**config.mk**
```make
export PLATFORM = sky130hd
export DESIGN_NAME = seq_calc
export DESIGN_NICKNAME = d
export VERILOG_FILES = /design/src/rtl/seq_calc.sv
export SDC_FILE = /design/constraint.sdc
export NUM_CORES = 1
export LEC_CHECK = 0
export ABC_AREA = 1
export CAP_MARGIN = 20
export CORE_UTILIZATION = 40
export DETAILED_ROUTE_END_ITERATION = 10
export GPL_ROUTABILITY_DRIVEN = 0
export PLACE_DENSITY_LB_ADDON = 0.05
export REMOVE_ABC_BUFFERS = 1
export SKIP_CTS_REPAIR_TIMING = 1
export SYNTH_ARGS = -nofsm -noshare
export SYNTH_HDL_FRONTEND = slang
export SYNTH_SLANG_ARGS = --single-unit
```
**constraint.sdc**
```tcl
create_clock -name clk -period 8.1 [get_ports clk]
set_input_delay 2.025 -clock clk [delete_from_list [all_inputs] [get_ports clk]]
set_output_delay 2.025 -clock clk [all_outputs]
set_load 0.1 [all_outputs]
```
**src/rtl/seq_calc.sv**
```systemverilog
// Sequential calculator: single-cycle add/sub/abs/accumulate ops and a
// W-cycle shift-add signed multiply, with registered result and overflow flag.
module seq_calc #(
  parameter int W = 16
) (
  input  logic         clk,
  input  logic         rst,
  input  logic         start,
  input  logic [2:0]   OP,
  input  logic [W-1:0] A,
  input  logic [W-1:0] B,
  output logic [W-1:0] R,
  output logic         ovf,
  output logic         done,
  output logic         busy
);

  localparam int CW = $clog2(W);
  localparam logic IDLE = 1'b0;
  localparam logic MUL  = 1'b1;

  logic           state;
  logic [W-1:0]   acc;
  logic [2*W-1:0] mcand;
  logic [2*W-1:0] prod;
  logic [W-1:0]   mplier;
  logic           neg;
  logic [CW-1:0]  cnt;

  logic [W:0]     add_ab, sub_ab, add_acc, sub_acc;
  logic [W-1:0]   neg_a, neg_b, mag_a, mag_b;
  logic [2*W-1:0] prod_nx, prod_fin;
  logic           mul_ovf;

  // One extra sign bit: overflow is a disagreement between the top two bits.
  assign add_ab  = {A[W-1], A} + {B[W-1], B};
  assign sub_ab  = {A[W-1], A} - {B[W-1], B};
  assign add_acc = {acc[W-1], acc} + {A[W-1], A};
  assign sub_acc = {acc[W-1], acc} - {A[W-1], A};

  // Negating the most-negative value yields itself, which is still negative.
  assign neg_a = '0 - A;
  assign neg_b = '0 - B;
  assign mag_a = A[W-1] ? neg_a : A;
  assign mag_b = B[W-1] ? neg_b : B;

  assign prod_nx  = prod + (mplier[0] ? mcand : '0);
  assign prod_fin = neg ? ('0 - prod_nx) : prod_nx;
  assign mul_ovf  = ~((&prod_fin[2*W-1:W-1]) | ~(|prod_fin[2*W-1:W-1]));

  assign busy = (state == MUL);

  always_ff @(posedge clk or posedge rst) begin
    if (rst) begin
      state  <= IDLE;
      acc    <= '0;
      R      <= '0;
      ovf    <= 1'b0;
      done   <= 1'b0;
      mcand  <= '0;
      prod   <= '0;
      mplier <= '0;
      neg    <= 1'b0;
      cnt    <= '0;
    end else begin
      done <= 1'b0;
      case (state)
        IDLE: begin
          if (start) begin
            done <= (OP != 3'b110);
            case (OP)
              3'b000: begin R <= add_ab[W-1:0]; ovf <= add_ab[W] ^ add_ab[W-1]; end
              3'b001: begin R <= sub_ab[W-1:0]; ovf <= sub_ab[W] ^ sub_ab[W-1]; end
              3'b010: begin R <= mag_a; ovf <= A[W-1] & neg_a[W-1]; end
              3'b011: begin R <= mag_b; ovf <= B[W-1] & neg_b[W-1]; end
              3'b100: begin
                R   <= add_acc[W-1:0];
                acc <= add_acc[W-1:0];
                ovf <= add_acc[W] ^ add_acc[W-1];
              end
              3'b101: begin
                R   <= sub_acc[W-1:0];
                acc <= sub_acc[W-1:0];
                ovf <= sub_acc[W] ^ sub_acc[W-1];
              end
              3'b110: begin
                state  <= MUL;
                mcand  <= {{W{1'b0}}, mag_a};
                mplier <= mag_b;
                prod   <= '0;
                neg    <= A[W-1] ^ B[W-1];
                cnt    <= '0;
              end
              3'b111: begin R <= '0; acc <= '0; ovf <= 1'b0; end
            endcase
          end
        end
        MUL: begin
          prod   <= prod_nx;
          mcand  <= mcand << 1;
          mplier <= mplier >> 1;
          cnt    <= cnt + 1'b1;
          if (cnt == CW'(W - 1)) begin
            state <= IDLE;
            R     <= prod_fin[W-1:0];
            ovf   <= mul_ovf;
            done  <= 1'b1;
          end
        end
      endcase
    end
  end

endmodule

```
==> metrics.md <==
| Metric | Value |
|---|---|
| Seq/Total Area, Yosys | 23.21% |
| Startpoint class of the critical path | input port |
| Die area | approximately 33,000 µm² |
| Congestion Overflow GR | 0 |
| Detailed Route WL | between 40,000 and 50,000 µm |
| Synth Register Bits | 120 |
| CTS H-Tree Depth | 4 |
| Worst-skew pair later-pin latency | between 0.4 and 0.5 ns |
| Port buffer count | 56 |
| Register area | 3004 µm² |
| WS Path Type | in2reg |
| CTS Sinks | between 100 and 150 |
| Final Hold Vio Count | 0 |
| Final Power | between 5000 and 6000 µW |
| Ant diodes | 0 |
| Hold Path Class | reg2reg |
| Kind of cell adding the most delay to the critical path | compound AO/OA/AOI/OAI gates |
| Slew Limit Fails | 0 |
| Die W | between 150 and 200 µm |
| All-Layer GR Usage | between 20% and 30% |
| Synth async-reset ratio | between 90% and 100% |
| Clock Pin Slew Worst Setup and Hold Paths | approximately 0.06 ns |
| Mapped cell area | about 13,000 µm² |
| Leakage power | roughly 0.0078 µW |
| Final #Nets | roughly 2,300 |
| Share of layout cells above drive strength 1 | 5.532% |
| Root Driver | clkbuf_16 |
| DR iter-0 viols | between 800 and 900 |
| Yosys cell types | 51 |
| Yosys Warn Count | 0 |
| Setup tns final | 0 ns |
| Die Ht | around 180 µm |
| F_max | about 200 MHz |
| PD cells | between 300 and 400 nW/µm² |
| DRC viols | 0 |
| Max-Cap Viols | 0 |
| Worst Tran Pin Value | between 1 and 1.5 ns |
| Finished Layout Cells | roughly 2,600 |
| CTS tree | built |
| Crit path buffers/inverters | 3 |
| Post-synth EDFFs | 0 |
| Placed insts | 2,521 |
| Worst IR Drop VDD | ~0.00021 V |
| Post-DR wirelength/cell | 17.37 µm |
| Crit-path slowest cell | clkdlybuf4s50_1 |
| Hold_ws | 0.4650 ns |
| IO Pins | between 50 and 60 |
| Multi-input gate area | about 8500 µm² |
| Vias in the first global route | around 13,000 |
| Initial antenna violation count | 0 |
| Util after Layout | approximately 46% |
| Critical Path RT | ~8.4 ns |
| Worst-path cell chain | clkdlybuf4s50_1, inv_1, ha_1, inv_1, nand3_1, nand2_1, a21oi_1, o21ai_0, a31oi_1, o21ai_0, xor2_1, o22ai_1, nor2_1, o2111ai_1, nand2_1, a21oi_1 |
| Ys flop type | dfrtp_1 |
| Synthesized instance count | 2,104 |
| Worst Setup End Kind | flip-flop |
| Area grow syn2layout | 12.71% |
| WL met1 | just over 20,000 µm |
| Vias per cell | between 5 and 6 |
| Worst Skew | around 0.011 ns |
| Final min period | 5.122 ns |
| DR vias | around 14,000 |
| Highest routed layer | met4 |
| Core Region | between 30,000 and 40,000 µm² |
| Clock Path Buffers | 2 |
| Outcome | complete, no violations |
| Worst slew margin | 31.81% |
| First-pass GRT wire length | between 70,000 and 80,000 µm |
| ANT nets after route | 0 |
| Worst-path fanout max | 7 |
| Syn Area/Cell | 6.149 µm² |
| Metal3 WL | 2022 µm |
| RSZ-0062 raised after global routing | no |
| Crit path DAT | 5.44 ns |
| # setup viols final | 0 |
| Fillers | roughly 3,400 |
| Final period util | between 60% and 70% |
| Internal reg-to-reg setup slack | just over 4 ns |
| Largest net degree at the start of global routing | 71 |
| Site row count | 65 |
| CP max stage delay | ~0.64 ns |
| Wire length on met2 | about 21,000 µm |
| DRT Pass-1 Iters | 6 |
| CTS buffer count | 17 |
| HPWL Detailed | about 35,000 µm |
| Initial Utilization | between 40% and 50% |
## per-layer routing
metal / global-route usage, % / vias to the layer above
met2: 46.72 / 348
met1: 36.84 / 6355
met5: 0 / -
li1: - / 6852
met4: 8.508 / 0
met3: 3.008 / 65
## placed cells by master, fill, tap and decap left out, types with 5 or more instances in the layout
master / n
nor3_1: 23
o21ai_1: 8
o2111ai_1: 7
dfrtp_1: 119
nand3b_1: 12
o21ai_0: 93
a21oi_1: 121
bufinv_16: 5
clkbuf_16: 17
buf_4: 15
nor2_2: 17
a211oi_1: 6
o31ai_1: 8
o211ai_1: 14
nand3_1: 125
nor2_1: 168
and2_1: 7
nand4_1: 31
o22ai_1: 18
fa_1: 5
or2_2: 7
xor2_1: 58
nand2_1: 664
a221oi_1: 6
a31oi_1: 28
nand2_2: 26
ha_1: 99
clkdlybuf4s50_1: 56
inv_1: 317
inv_2: 8
nand3_2: 7
## area by class of cell
| cell class | instances | share of cell area (%) |
|---|---|---|
| sequential | 120 | 20.60 |
| timing repair buffer | 71 | 4.616 |
| clock inverter | 10 | 1.313 |
| tap | 402 | 3.449 |
| inverter | 329 | 8.486 |
| clock buffer | 22 | 3.252 |
| multi-input combinational | 1599 | 58.28 |
## metrics by stage
step | setup slack [ns] | cell area, µm²
after floorplan | 2.882 | 12730
after global placement | 2.639 | 13920
after detailed placement | 2.616 | 13920
after CTS | 3.077 | 14580
after global routing | 2.576 | 14580
final | 2.978 | 14580
## cell usage after synthesis, types with 28 or more instances
master,count,share of area (%)
xor2_1,58,3.9
ha_1,99,9.6
nand2_1,664,19
nor2_1,170,4.9
nand4_1,31,1.5
clkbuf_1,52,1.5
a31oi_1,28,1.4
inv_1,319,9.3
o21ai_0,93,3.6
nand3_1,125,4.8
dfrtp_1,120,23
a21oi_1,121,4.7
## worst paths after layout
check	start	to	depth (start not counted)
hold reg to reg	cnt[3]	cnt[3]	1
setup reg to reg	mplier[0]	ovf	24
setup / recovery	A[1]	R[11]	16
hold / removal	cnt[3]	cnt[3]	1
max in group asynchronous	rst	mcand[15]	3
min in group asynchronous	rst	acc[12]	2
## worst reg2reg max path, cell delays in order (launching register included)
cell and delay [ns]:
dfrtp_1 0.32, buf_4 0.37, nand2_1 0.17, inv_1 0.08, ha_1 0.25, fa_1 0.44
inv_1 0.13, ha_1 0.19, inv_1 0.06, nor2_1 0.11, nand3_1 0.10, nor2_1 0.13
nand2_2 0.09, nor2_2 0.19, nand3_1 0.17, nand2_2 0.14, nand3_2 0.09, o21ai_0 0.26
nand3_1 0.13, nor2_1 0.11, nand2_1 0.06, nor2_1 0.09, nand3_1 0.08, nand3_1 0.09
a21oi_1 0.07
## kinds of logic after synthesis
kind of cell	count (synthesis)	synth area share, %
AND/OR/NAND/NOR	1097	36.00
buffers and inverters	385	11.18
AO/OA/AOI/OAI	337	15.14
flip-flops	120	23.21
adder cells (fa/ha/maj)	104	10.35
XOR/XNOR	61	4.130
## registers in the layout, indices dropped and copies added, names as in the netlist
| signal | count |
|---|---|
| R | 16 |
| acc | 16 |
| busy | 1 |
| cnt | 4 |
| done | 1 |
| mcand | 32 |
| mplier | 16 |
| neg | 1 |
| ovf | 1 |
| prod | 32 |
## where the power goes
part / internal (µW) / switching, µW / leakage (µW)
combinational: 935 / 2180 / 0.00593
clock: 572 / 313 / 0.000317
sequential: 845 / 178 / 0.00154
total: 2350 / 2670 / 0.00779
Power figures use the tool's default switching activity.
